### config.mk
export PLATFORM = sky130hd
export DESIGN_NAME = icache_responder
export DESIGN_NICKNAME = d
export VERILOG_FILES = /design/src/rtl/cpu_types_pkg.sv /design/src/rtl/icache_responder_pkg.sv /design/src/rtl/icache_frames.sv /design/src/rtl/icache_responder.sv
export SDC_FILE = /design/constraint.sdc
export NUM_CORES = 1
export LEC_CHECK = 0
export BUFFER_PORTS_ARGS = -buffer_cell sky130_fd_sc_hd__clkbuf_2
export CAP_MARGIN = 20
export CORE_ASPECT_RATIO = 0.8
export CORE_MARGIN = 2
export CORE_UTILIZATION = 30
export CTS_CLUSTER_SIZE = 12
export DETAILED_ROUTE_END_ITERATION = 7
export GPL_ROUTABILITY_DRIVEN = 0
export PLACE_DENSITY = 0.47
export SYNTH_ARGS = -nofsm -noshare
export SYNTH_HDL_FRONTEND = slang
export SYNTH_SLANG_ARGS = --single-unit
### constraint.sdc
create_clock -name CLK -period 5.8 [get_ports CLK]
set_input_delay 0.29 -clock CLK [delete_from_list [all_inputs] [get_ports CLK]]
set_output_delay 0.29 -clock CLK [all_outputs]
set_load 0.05 [all_outputs]
### src/rtl/cpu_types_pkg.sv
// Shared datapath types used across the CPU and its caches.
package cpu_types_pkg;

  localparam int unsigned WORD_W = 32;

  typedef logic [WORD_W-1:0] word_t;

endpackage

### src/rtl/icache_responder_pkg.sv
// Instruction-cache types: frame layout, FSM states and address split.
package icache_responder_pkg;

  import cpu_types_pkg::*;

  localparam int unsigned ICACHE_NSETS = 16;
  localparam int unsigned ICACHE_IDX_W = 4;
  localparam int unsigned ICACHE_TAG_W = 32 - ICACHE_IDX_W - 2;

  // One direct-mapped frame.
  typedef struct packed {
    logic                    valid;
    logic [ICACHE_TAG_W-1:0] tag;
    word_t                   data;
  } icache_frame_t;

  typedef enum logic [0:0] {
    IDLE  = 1'b0,
    FETCH = 1'b1
  } icache_state_t;

  // Byte address viewed as tag / index / byte offset.
  typedef struct packed {
    logic [ICACHE_TAG_W-1:0] tag;
    logic [ICACHE_IDX_W-1:0] idx;
    logic [1:0]              bytoff;
  } icachef_t;

  // Word-align a byte address.
  function automatic word_t word_align(input word_t addr);
    return {addr[31:2], 2'b00};
  endfunction

endpackage

### src/rtl/icache_frames.sv
// Frame storage: flop array with one combinational read port and one write port.
// Only the valid bits are reset; tag and data hold whatever was last written.
module icache_frames
  import cpu_types_pkg::*;
  import icache_responder_pkg::*;
#(
  parameter int unsigned NSETS = ICACHE_NSETS,
  parameter int unsigned IDX_W = ICACHE_IDX_W
) (
  input  logic          CLK,
  input  logic          nRST,
  input  logic [IDX_W-1:0] ridx,
  output icache_frame_t rframe,
  input  logic          wen,
  input  logic [IDX_W-1:0] widx,
  input  icache_frame_t wframe
);

  logic [NSETS-1:0]        valid_q;
  logic [ICACHE_TAG_W-1:0] tag_q  [NSETS];
  word_t                   data_q [NSETS];

  // Valid bits: cleared asynchronously so a reset invalidates the whole cache.
  always_ff @(posedge CLK or negedge nRST) begin
    if (!nRST) begin
      valid_q <= '0;
    end else if (wen) begin
      valid_q[widx] <= wframe.valid;
    end
  end

  // Tag and data payload, written on fill only.
  always_ff @(posedge CLK) begin
    if (wen) begin
      tag_q[widx]  <= wframe.tag;
      data_q[widx] <= wframe.data;
    end
  end

  // Combinational read of the indexed frame.
  always_comb begin
    rframe.valid = valid_q[ridx];
    rframe.tag   = tag_q[ridx];
    rframe.data  = data_q[ridx];
  end

endmodule

### src/rtl/icache_responder.sv
// Direct-mapped read-only instruction cache with single-word blocking fills
// and a hit counter.
module icache_responder
  import cpu_types_pkg::*;
  import icache_responder_pkg::*;
#(
  parameter int unsigned NSETS = ICACHE_NSETS,
  parameter int unsigned IDX_W = ICACHE_IDX_W,
  parameter int unsigned TAG_W = ICACHE_TAG_W
) (
  input  logic        CLK,
  input  logic        nRST,
  input  logic        imemREN,
  input  logic [31:0] imemaddr,
  output logic        ihit,
  output logic [31:0] imemload,
  output logic        iREN,
  output logic [31:0] iaddr,
  input  logic        iwait,
  input  logic [31:0] iload,
  output logic [31:0] hit_count
);

  icache_state_t state_q, state_d;
  word_t         miss_addr_q, miss_addr_d;
  word_t         hit_count_q, hit_count_d;

  icachef_t      req_f;
  icachef_t      miss_f;
  icache_frame_t rframe;
  icache_frame_t wframe;
  logic          wen;
  logic          hit;
  logic          unused_bytoff;

  assign req_f         = icachef_t'(imemaddr);
  assign miss_f        = icachef_t'(miss_addr_q);
  // Instruction fetches are word-granular; the byte offset never matters.
  assign unused_bytoff = ^req_f.bytoff ^ ^miss_f.bytoff;

  icache_frames #(
    .NSETS (NSETS),
    .IDX_W (IDX_W)
  ) u_frames (
    .CLK    (CLK),
    .nRST   (nRST),
    .ridx   (req_f.idx),
    .rframe (rframe),
    .wen    (wen),
    .widx   (miss_f.idx),
    .wframe (wframe)
  );

  // FSM state, miss address latch and hit counter.
  always_ff @(posedge CLK or negedge nRST) begin
    if (!nRST) begin
      state_q     <= IDLE;
      miss_addr_q <= '0;
      hit_count_q <= '0;
    end else begin
      state_q     <= state_d;
      miss_addr_q <= miss_addr_d;
      hit_count_q <= hit_count_d;
    end
  end

  // Lookup, miss handling and fill sequencing.
  always_comb begin
    state_d     = state_q;
    miss_addr_d = miss_addr_q;
    wen         = 1'b0;
    wframe      = '{valid: 1'b1, tag: miss_f.tag, data: iload};
    hit         = 1'b0;
    iREN        = 1'b0;
    iaddr       = '0;

    unique case (state_q)
      IDLE: begin
        hit = imemREN & rframe.valid & (rframe.tag == req_f.tag);
        if (imemREN && !hit) begin
          miss_addr_d = word_align(imemaddr);
          state_d     = FETCH;
        end
      end
      FETCH: begin
        // Once started, a fill always runs to completion regardless of the request.
        iREN  = 1'b1;
        iaddr = miss_addr_q;
        if (!iwait) begin
          wen     = 1'b1;
          state_d = IDLE;
        end
      end
      default: state_d = IDLE;
    endcase

    hit_count_d = hit ? hit_count_q + 32'd1 : hit_count_q;
  end

  assign ihit      = hit;
  // Gating with valid keeps imemload at zero while the cache is invalidated.
  assign imemload  = rframe.valid ? rframe.data : '0;
  assign hit_count = hit_count_q;

endmodule
### Word-level counts from Yosys, hierarchy flattened

Memory sizes are Yosys's and may differ from the RTL's.
Index checks and enable logic that the tools add are counted.

| operators by class | value |
|---|---|
| mux-type cells | 15 |
| add/sub/neg operators | 1 |
| order comparisons | 3 |
| reduce and logical (&&, ||, !) cells | 4 |
| bitwise gates (word level) | 4 |
| equality and inequality tests | 1 |

Operators by type and width:

| kind | count |
|---|---|
| $mux W32 | 2 |
| $add A32 B1 Y32 const B | 1 |
| $eq A26 B26 Y1 | 1 |
| $or A16 B16 Y16 | 1 |
| $lt A4 B5 Y1 const B | 2 |
| $mux W1 | 10 |
| $bmux W1 S4 | 1 |
| $demux W1 S4 | 1 |
| $ge A4 B1 Y1 const B | 1 |
| $and A1 B1 Y1 | 2 |
| $logic_and A1 B1 Y1 | 2 |
| $pmux W1 S2 | 1 |
| $reduce_and A2 Y1 | 1 |
| $logic_not A1 Y1 | 1 |
| $not A1 Y1 | 1 |

| word-level totals | value |
|---|---|
| logic and storage cells | 34 |
| bits of input ports | 68 |
| bits in writable memories | 928 |
| bits in registers | 79 |
| output and inout bits | 98 |
| memories | 2 |

Memory list:

| name | words | width | rd ports | clocked after memory_dff | wr ports | line | source |
|---|---|---|---|---|---|---|---|
| u_frames.data_q | 16 | 32 | 1 | 0 | 1 | icache_frames.sv:21 | `word_t data_q [NSETS];` |
| u_frames.tag_q | 16 | 26 | 1 | 0 | 1 | icache_frames.sv:20 | `logic [ICACHE_TAG_W-1:0] tag_q [NSETS];` |

### Longest topological paths before layout

Gate-level depths: netlist of run 1.

| depth | value |
|---|---|
| word-level depth | 8 |
| depth in mapped cells | 15 |
| gate-level depth less buffers | 9 |

### By module

Synthesis of run 1 repeated with hierarchy kept, for this count alone.

| second synthesis, totals | value |
|---|---|
| cell total of the unflattened synthesis | 1798 |
| area, all modules | 38911.1 um^2 |

Modules (own cells, without submodules):

| module | cells an instance | area each (um^2) | times used | seq. area each (um^2) |
|---|---|---|---|---|
| icache_frames | 1480 | 35377.7 | 1 | 28267.1 |
| icache_responder | 318 | 3533.4 | 1 | 1576.5 |

### Least setup slack after synthesis of run 1

OpenSTA, ideal clock, no wires.

| timing path | value |
|---|---|
| kind | register to register |
| start point | register state_q |
| end point | register u_frames.valid_q[3] |
| path buffers | 0 |
| setup slack | -0.247 ns |
| stages on the path, launching flop included | 5 |
| period minus slack after synthesis | 6.047 ns |
| required time | 5.711 ns |
| arrival | 5.958 ns |
| library setup time | 0.089 ns |
| cells stage by stage | dfrtp_1 > and2_1 > nand3b_1 > nor3_1 > or2_2 |

| between the ends | value |
|---|---|
| cells in the longest elaborated chain, start to end | 1 |

RTL lines:

| element | line | source |
|---|---|---|
| start, declared | icache_responder.sv:24 | `icache_state_t state_q, state_d;` |
| start signal, assigned | icache_responder.sv:61 | `state_q <= state_d;` |
| $mux W1 | icache_responder.sv:77 | `unique case (state_q)` |
| end signal, assigned by index | icache_frames.sv:28 | `valid_q[widx] <= wframe.valid;` |
| end, declared | icache_frames.sv:19 | `logic [NSETS-1:0] valid_q;` |

Every way passes these cells.
A chain may end at the register's enable or synchronous reset.

### Worst setup path after layout of run 1

| timing path | value |
|---|---|
| start point | input imemaddr[4] |
| end point | output ihit |

| between the ends | value |
|---|---|
| cells in the longest elaborated chain, start to end | 5 |

RTL lines:

| element | line | source |
|---|---|---|
| start, declared | icache_responder.sv:14 | `input logic [31:0] imemaddr,` |
| branches (longest 3 deep; another with $mem_v2 Z16 W26) | - |  |
| $and A1 B1 Y1 * | icache_responder.sv:79 | `hit = imemREN & rframe.valid & (rframe.tag == req_f.tag);` |
| $mux W1 * | icache_responder.sv:77 |  |
| end, declared | icache_responder.sv:15 | `output logic ihit,` |

Every way passes the cells marked *. The select of a mux whose other input is x is not followed.

==> reports/metrics.cfg, run 1 <==
[cells_and_area]
layout_common_cells=928 x edfxtp_1, 245 x mux4_2, 156 x clkbuf_2
antennaDiodeCount=0
area_delta_synth_final_pct=18.0
layout_commonest_cell=edfxtp_1
final_cells=3961
nets=2191
drive_gt1_frac=0.301

[clock_network]
path_clk_slew_ns=0.06
post_cts_buffers=0
numCtsBuffers=107
cts_hold_buf=55
numClockSinks=1007
cts_buffer_depth=3
clk_latency_ns=0.68
cts-root-buf=clkbuf_16
cts.repair.resized=0
cts_tree=built
htreeDepth=3

[synthesis]
syn_avg_cell_area_um2=21.5
yosysUniqueCellTypes=59
yosys_warnings=0
synth_edf_count=928
syn_area_um2=39500
ys_ff_latch=1007
async_flop_share=0.0785
ys.flop_type=edfxtp_1
ys_seq_area_frac=0.756
syn_inst=1836

[place]
io_buffers=161
placed_cells=3712
dp.final_hpwl_um=53100
place_ws_ns=1.33

[power_and_ir_drop]
power_mw=16.7
p_leak_nw=15.3
powerDensity_nw_per_um2=359
peakVddDrop_uv=240

[routing]
vias_per_cell=4.80
vias=19000
final_antenna_net_count=0
initialDrtViolationCount=1636
wire_per_inst_um=25.2
drt_pass1_iterations=5
drc=0
wl_um=99700

[run_status]
status=finished clean

[worst_setup_path]
arrival_ns=4.01
crit_chain=buf_8 -> buf_4 -> mux2i_1 -> a22oi_1 -> nand3_1 -> nor3b_1 -> o2111ai_1 -> a2111oi_2 -> nand4_1 -> nor2_1 -> buf_4 -> clkbuf_2
slowest_delay_ns=0.64
crit_path_end_kind=output port
cpMaxStageDelayCell=buf_8
path_max_fanout=91
rrSetupSlack_ns=2.23
cp_common_cell=buf_4
critical_path_buf_inv_count=4
cp_top_family=buffers and inverters
required_ns=5.51
start_kind=input port
path_class=input port to output port

[floorplanning]
io_pins=166
die_area_um2=135000
start_util=0.301
fp.dieW_um=410
coreArea_um2=131000
dieHeight_um=328
std_cell_rows=119

[timing]
setup_viol=0
fin_crit_sh=0.742
worst_clock_skew_ns=0.0275
tightest_slew_ns=1.05
finalSetupTns_ns=0
fmax_ghz=0.233
relSlewSlack=0.303
post-route-min-period_ns=4.30
slew_violations=0
layout_setup_ws_ns=1.50
finalHoldViolCount=0
rsz0062_at_grt=false

[min_path]
hold_path.class=input port to flop

[global_route]
grt_max_degree=92
grt_pass1_wl_um=143000
grt_pass1_vias=20200
grt.overflow.total=0
grt_usage=0.147
antenna_found_initial=4

[job]
maxCapViolations=0

## metal layers
layer / vias up / share of wire / GRT usage
met4: 2 / 0.017 / 0.0321
met5: - / 0.00013 / 0
li1: 8128 / - / -
met2: 415 / 0.48 / 0.240
met1: 10300 / 0.46 / 0.209
met3: 122 / 0.043 / 0.0235
## synth_stat cells (27+ instances only)
cell	n	area, um2
and2_1	34	213
buf_2	34	170
clkbuf_1	35	131
dfrtp_1	79	1980
edfxtp_1	928	27900
mux2i_1	82	821
mux4_2	245	5520
nand2_1	30	113
nor2_1	32	120
nor2b_1	38	238
xnor2_1	38	333
xor2_1	27	236
## cell families (layout without fill, tap and decap cells)
kind of cell	after synthesis	count (layout)	share of synthesized area
buffers and inverters	114	484	0.0144
flip-flops	1007	1007	0.756
other	1	2	0.0000950
adder cells (fa/ha/maj)	1	1	0.000317
AO/OA/AOI/OAI	59	59	0.0113
XOR/XNOR	65	65	0.0144
multiplexers	361	361	0.170
AND/OR/NAND/NOR	228	228	0.0331
## worst reg2reg max path, stage by stage, from the launching register on
cell,delay (ns)
edfxtp_1,0.36
mux4_2,0.47
mux2i_1,0.16
mux2i_1,0.12
xnor2_1,0.37
o221ai_1,0.32
nor4_1,0.39
buf_4,0.20
nand4_1,0.14
and3b_2,0.28
buf_4,0.25
mux2_1,0.38
## power breakdown
group	total, mW	switching (mW)	internal [mW]
registers	8.64	0.278	8.37
clock network	6.50	2.74	3.76
logic	1.56	1.03	0.535
## registers in the layout (all words and copies together) (netlist names)
signal,cells
u_frames.valid_q,16
hit_count,32
state_q,1
miss_addr_q,30
u_frames.data_q,512
u_frames.tag_q,416
## path summary, 6_finish.rpt
path,from,endpoint,cells past startpoint
max in group asynchronous,nRST,state_q$_DFF_PN0_,3
max reg2reg,u_frames.tag_q[9][21]$_DFFE_PP_,miss_addr_q[24]$_DFFE_PN0P_,11
min reg2reg,u_frames.valid_q[6]$_DFFE_PN0P_,u_frames.valid_q[6]$_DFFE_PN0P_,1
min in group asynchronous,nRST,hit_count[12]$_DFFE_PN0P_,2
min,iload[13],u_frames.data_q[6][13]$_DFFE_PP_,1
max,imemaddr[4],ihit,12
## per-stage QoR
| step | instance area [um2] | hold slack [ns] | utilization |
|---|---|---|---|
| after floorplan | 39500 | -0.00559 | - |
| after global placement | 42700 | 0.341 | 0.326 |
| after detailed placement | 42700 | 0.352 | 0.326 |
| after CTS | 46600 | 0.000605 | 0.356 |
| after global routing | 46600 | 0.0225 | 0.356 |
| final | 46600 | 0.0295 | 0.356 |
## layout make-up
cell class	count	area, um2
Fill cell	12200	84400
Sequential cell	1007	29800
Multi-Input combinational cell	716	9200
Clock buffer	148	2900
Tap cell	1754	2190
Timing Repair Buffer	268	1940
Clock inverter	46	432
Inverter	22	85.1
Power figures use the tool's default switching activity.
==> run 2, diff against run 1 <==
--- a/config.mk
+++ b/config.mk
@@ -13,7 +13,7 @@
 export CTS_CLUSTER_SIZE = 12
 export DETAILED_ROUTE_END_ITERATION = 7
 export GPL_ROUTABILITY_DRIVEN = 0
-export PLACE_DENSITY = 0.47
+export PLACE_DENSITY = 0.46
 export SYNTH_ARGS = -nofsm -noshare
 export SYNTH_HDL_FRONTEND = slang
 export SYNTH_SLANG_ARGS = --single-unit
==> constraint.sdc (replaced) <==
create_clock -name CLK -period 4.5 [get_ports CLK]
set_input_delay 0.225 -clock CLK [delete_from_list [all_inputs] [get_ports CLK]]
set_output_delay 0.225 -clock CLK [all_outputs]
set_load 0.05 [all_outputs]
==> reports/metrics.cfg, run 2 (same netlist as run 1, synthesis figures left out) <==
[timing]
post-route-min-period_ns=4.12
finalHoldViolCount=0  ; unchanged
finalSetupTns_ns=0  ; unchanged
worst_clock_skew_ns=0.0281  ; +0.000626 ns
relSlewSlack=0.437  ; +0.135
slew_violations=0  ; unchanged
setup_viol=0  ; unchanged
rsz0062_at_grt=false
fmax_ghz=0.243
tightest_slew_ns=0.844  ; -0.202 ns
fin_crit_sh=0.916

[clock_network]
cts.repair.resized=0  ; unchanged
cts_hold_buf=59  ; +7.3%
clk_latency_ns=0.68  ; about the same
cts_tree=built
numClockSinks=1007  ; unchanged
path_clk_slew_ns=0.06  ; about the same
post_cts_buffers=0  ; unchanged
cts-root-buf=clkbuf_16
cts_buffer_depth=3  ; unchanged
numCtsBuffers=108  ; +0.93%
htreeDepth=3  ; unchanged

[floorplanning]
std_cell_rows=119  ; unchanged
start_util=0.301  ; unchanged
io_pins=166  ; unchanged
coreArea_um2=131000  ; unchanged
fp.dieW_um=410  ; unchanged
dieHeight_um=328  ; unchanged
die_area_um2=135000  ; unchanged

[worst_setup_path]
path_class=flop to output port
arrival_ns=3.90  ; -0.11 ns
start_kind=flop
path_max_fanout=2  ; -98%
rrSetupSlack_ns=0.83  ; -1.40 ns
required_ns=4.28  ; -1.23 ns
crit_path_end_kind=output port

[cells_and_area]
largest_reg_flops=512  ; unchanged
final_cells=3996  ; +0.88%
utilization=0.359  ; +0.00297
fillerInstances=12200  ; +0.082%
nets=2224  ; +1.5%
final-seq-area_um2=29800  ; unchanged
layout_commonest_cell=edfxtp_1
fin_area_um2=47000  ; +0.84%
drive_gt1_frac=0.312  ; +0.0103
area_delta_synth_final_pct=19.0
layout_common_cells=928 x edfxtp_1, 245 x mux4_2, 155 x clkbuf_2
regMostFlops=u_frames.data_q
multi_input_area_um2=9210  ; +0.14%

[routing]
final_antenna_net_count=0  ; unchanged
drc=0  ; unchanged
drt_pass1_iterations=5  ; unchanged
wl_um=103000  ; +2.9%
vias=19100  ; +0.61%
wire_per_inst_um=25.7  ; +2.0%
vias_per_cell=4.78  ; -0.28%
initialDrtViolationCount=1488  ; -9.0%

[global_route]
grtUsageMet2=0.251  ; +0.0107
grt_max_degree=66  ; -28%
grt_use_met3=0.0268  ; +0.00330
antenna_found_initial=3  ; -1
grt_util_met1=0.208  ; -0.000975
grt_pass1_wl_um=146000  ; +2.1%
grt_usage=0.151  ; +0.00364
grt_pass1_vias=20500  ; +1.4%
grt_busiest_layer=met2
grt.overflow.total=0  ; unchanged

[power_and_ir_drop]
peakVddDrop_uv=300  ; +25%
power_mw=21.5  ; +29%
powerDensity_nw_per_um2=458  ; +28%
p_leak_nw=15.5  ; +1.3%

[place]
dpl_cell_area_um2=43100  ; +0.88%
placed_cells=3740  ; +0.75%
io_buffers=161  ; unchanged
dp.final_hpwl_um=55700  ; +4.9%

[job]
maxCapViolations=0  ; unchanged

[run_status]
status=finished clean

[min_path]
hold_path.class=input port to flop

## run 2: worst paths after layout
check / startpoint / end / depth (start not counted)
max reg2reg: u_frames.tag_q[13][21]$_DFFE_PP_ / miss_addr_q[22]$_DFFE_PN0P_ / 13
min: imemaddr[9] / miss_addr_q[9]$_DFFE_PN0P_ / 2
max: u_frames.tag_q[13][21]$_DFFE_PP_ / ihit / 14
max in group asynchronous: nRST / state_q$_DFF_PN0_ / 3
min reg2reg: u_frames.valid_q[3]$_DFFE_PN0P_ / u_frames.valid_q[3]$_DFFE_PN0P_ / 1
min in group asynchronous: nRST / miss_addr_q[29]$_DFFE_PN0P_ / 2
## run 2: per-layer routing
metal,vias to the layer above,wire (um),share of wire
li1,8195,-,-
met1,10400,46700,0.46
met2,371,50300,0.49
met3,116,3890,0.038
met4,2,1740,0.017
met5,-,13,0.00013
## run 2: power breakdown
part           total (mW)  internal [mW]  switching (mW)
sequential           11.1           10.8           0.345
combinational        2.08          0.714            1.36
clock                8.30           4.77            3.53
## run 2: worst max-delay path, cell delays in order, from the launching register on
cell      delay, ns
edfxtp_1       0.37
mux4_2         0.47
mux2i_1        0.30
mux2i_1        0.15
xnor2_1        0.17
buf_4          0.15
o221ai_1       0.16
nor4_1         0.31
buf_4          0.19
nand4_1        0.24
buf_4          0.23
buf_4          0.15
nor2_1         0.08
buf_4          0.13
buf_12         0.12
## run 2: metrics by stage
| stage | hold WS [ns] | setup WS [ns] |
|---|---|---|
| finish | 0.0858 | 0.377 |
| global route | 0.0285 | 0.101 |
| CTS | 0.00541 | 0.338 |
| detailed placement | 0.384 | 0.267 |
| global placement | 0.355 | 0.234 |
| floorplan | -0.0706 | 0.0319 |
## run 2: cell type report
class / instances / area share
sequential: 1007 / 0.635
antenna: 2 / 0.000107
timing repair buffer: 300 / 0.0498
inverter: 22 / 0.00181
clock inverter: 54 / 0.00818
tap: 1754 / 0.0467
multi-input combinational: 716 / 0.196
clock buffer: 141 / 0.0621
==> run 3, diff against run 2 <==
--- a/config.mk
+++ b/config.mk
@@ -7,7 +7,7 @@
 export LEC_CHECK = 0
 export BUFFER_PORTS_ARGS = -buffer_cell sky130_fd_sc_hd__clkbuf_2
 export CAP_MARGIN = 20
-export CORE_ASPECT_RATIO = 0.8
+export CORE_ASPECT_RATIO = 1.2
 export CORE_MARGIN = 2
 export CORE_UTILIZATION = 30
 export CTS_CLUSTER_SIZE = 12
==> reports/metrics.cfg, run 3 (same netlist as run 1, synthesis figures left out) <==
[timing]
relSlewSlack=0.391  ; -0.0467
rsz0062_at_grt=false
setup_viol=0  ; unchanged
fin_crit_sh=0.859  ; -0.0568
hold_slack_ns=0.125  ; +0.0390 ns
fmax_ghz=0.259  ; +6.6%
post-route-min-period_ns=3.87  ; -0.256 ns
finalHoldViolCount=0  ; unchanged
finalSetupTns_ns=0  ; unchanged
worst_clock_skew_ns=0.0503  ; +0.0222 ns
slew_violations=0  ; unchanged
tightest_slew_ns=0.911  ; +0.0667 ns

[power_and_ir_drop]
p_leak_nw=15.5  ; about the same
clkPwrFrac=0.393  ; +0.007
p_int_mw=16.3  ; +0.35%
seqPwrFrac=0.512  ; -0.006
power_mw=21.8  ; +1.2%
powerDensity_nw_per_um2=463  ; +1.3%
p_comb_frac=0.095  ; -0.002
net-switching-power_mw=5.45  ; +4.0%
p_sw_frac=0.250  ; +0.00669
peakVddDrop_uv=339  ; +13%

[min_path]
hold_path.class=input port to asynchronous set/reset pin

[worst_setup_path]
arrival_ns=3.64  ; -0.26 ns
worst_r2r_startpoint=u_frames.tag_q[6][20]$_DFFE_PP_
crit_path_end_kind=output port
r2r-end=hit_count[26]$_DFFE_PN0P_
rrSetupSlack_ns=1.04  ; +0.21 ns
path_max_fanout=2  ; unchanged
rr_worst_depth=10  ; -3
startpoint=u_frames.tag_q[13][25]$_DFFE_PP_
path_class=flop to output port
crit_path_end=ihit
start_kind=flop
required_ns=4.28  ; about the same

[clock_network]
htreeDepth=3  ; unchanged
cts.repair.resized=0  ; unchanged
clk_latency_ns=0.74  ; +0.06 ns
cts-root-buf=clkbuf_16
numCtsBuffers=109  ; +0.93%
path_clk_slew_ns=0.06  ; about the same
cts_tree=built
cts_buffer_depth=3  ; unchanged
numClockSinks=1007  ; unchanged

[cells_and_area]
layout_common_cells=928 x edfxtp_1, 245 x mux4_2, 156 x clkbuf_2
antennaDiodeCount=0  ; -2
layout_commonest_cell=edfxtp_1
drive_gt1_frac=0.311  ; about the same
largest_reg_flops=512  ; unchanged
fin_area_um2=47000  ; about the same
nets=2223  ; -0.045%
regMostFlops=u_frames.data_q
area_delta_synth_final_pct=19.0  ; about the same

[routing]
final_antenna_net_count=0  ; unchanged
initialDrtViolationCount=1478  ; -0.67%
vias_per_cell=4.93  ; +3.1%
drc=0  ; unchanged
drt_pass1_iterations=5  ; unchanged
wl_um=104000  ; +1.4%
wire_per_inst_um=26.5  ; +3.0%
vias=19400  ; +1.5%

[global_route]
grt_use_met3=0.0299  ; +0.00311
grtUsageMet2=0.247  ; -0.00400
antenna_found_initial=3  ; unchanged
grt_max_degree=60  ; -9.1%
grt.overflow.total=0  ; unchanged
grt_pass1_wl_um=150000  ; +2.5%
grt_pass1_vias=20500  ; +0.11%
grt_busiest_layer=met2
grt_usage=0.156  ; +0.00444
grt_util_met1=0.217  ; +0.00926

[floorplanning]
start_util=0.303  ; +0.00134
std_cell_rows=145  ; +22%
fp.dieW_um=335  ; -18%
dieHeight_um=401  ; +22%
coreArea_um2=130000  ; -0.44%
io_pins=166  ; unchanged
die_area_um2=135000  ; about the same

[place]
dpl_cell_area_um2=42900  ; -0.31%
io_buffers=161  ; unchanged
dp.final_hpwl_um=55500  ; -0.24%

[job]
maxCapViolations=0  ; unchanged

[run_status]
status=finished clean

run 3: cell count changes in the layout (fill, tap and decap cells not counted), sizes merged:
cell / change
diode: -2
clkinvlp: +2
clkbuf: +9
inv: +4
dlygate4sd3: +1
buf: -4
clkinv: -8
run 3: layout make-up:
cell class	instances	area, um2
Fill cell	12000	83500
Sequential cell	1007	29800
Multi-Input combinational cell	716	9210
Clock buffer	149	2940
Timing Repair Buffer	298	2290
Tap cell	1690	2110
Clock inverter	52	493
Inverter	22	85.1
run 3: per-layer routing:
metal | part of all wire | wire [um]
met5 | 0.00025 | 26
met2 | 0.48 | 49700
met3 | 0.052 | 5370
met1 | 0.45 | 46800
met4 | 0.021 | 2160
run 3: worst max-delay path: stages, from the launching register on:
cell,delay [ns]
edfxtp_1,0.35
mux4_2,0.48
mux2i_1,0.21
mux2i_1,0.12
xnor2_1,0.32
o2111ai_1,0.19
a2111oi_2,0.37
buf_4,0.20
nand4_1,0.14
nor2_1,0.22
clkbuf_2,0.32
run 3: through the flow:
step | worst slack [ns] | utilization | std cells
2_1_floorplan | 0.0319 | - | 1837
3_3_place_gp | 0.344 | 0.329 | 3672
3_5_place_dp | 0.290 | 0.329 | 3673
4_1_cts | 0.517 | 0.360 | 3934
5_1_grt | 0.395 | 0.360 | 3934
6_report | 0.633 | 0.360 | 3934
run 3: repair_timing:
| item | in CTS | in global routing |
|---|---|---|
| hold endpoints to repair | 581 | 0 |
| hold buffers | 60 | 0 |
| setup buffers | 0 | 0 |
run 3: worst min-delay path by stage:
stage / start / slack, ns / endpoint
floorplan: nRST / -0.07 / hit_count[0]$_DFFE_PN0P_
global placement: nRST / 0.34 / miss_addr_q[29]$_DFFE_PN0P_
detailed placement: nRST / 0.34 / miss_addr_q[29]$_DFFE_PN0P_
CTS: nRST / 0.09 / miss_addr_q[30]$_DFFE_PN0P_
global route: nRST / 0.16 / miss_addr_q[29]$_DFFE_PN0P_
finish: nRST / 0.12 / miss_addr_q[29]$_DFFE_PN0P_
run 3: power by group through the flow:
stage | sequential, mW | combinational, mW | clock [mW]
6_report | 11.1 | 2.08 | 8.55
5_1_grt | 11.2 | 2.23 | 9.20
4_1_cts | 11.1 | 2.14 | 8.82
3_5_place_dp | 11.3 | 2.09 | 0
3_3_place_gp | 11.3 | 2.07 | 0
2_1_floorplan | 11.2 | 1.34 | 0
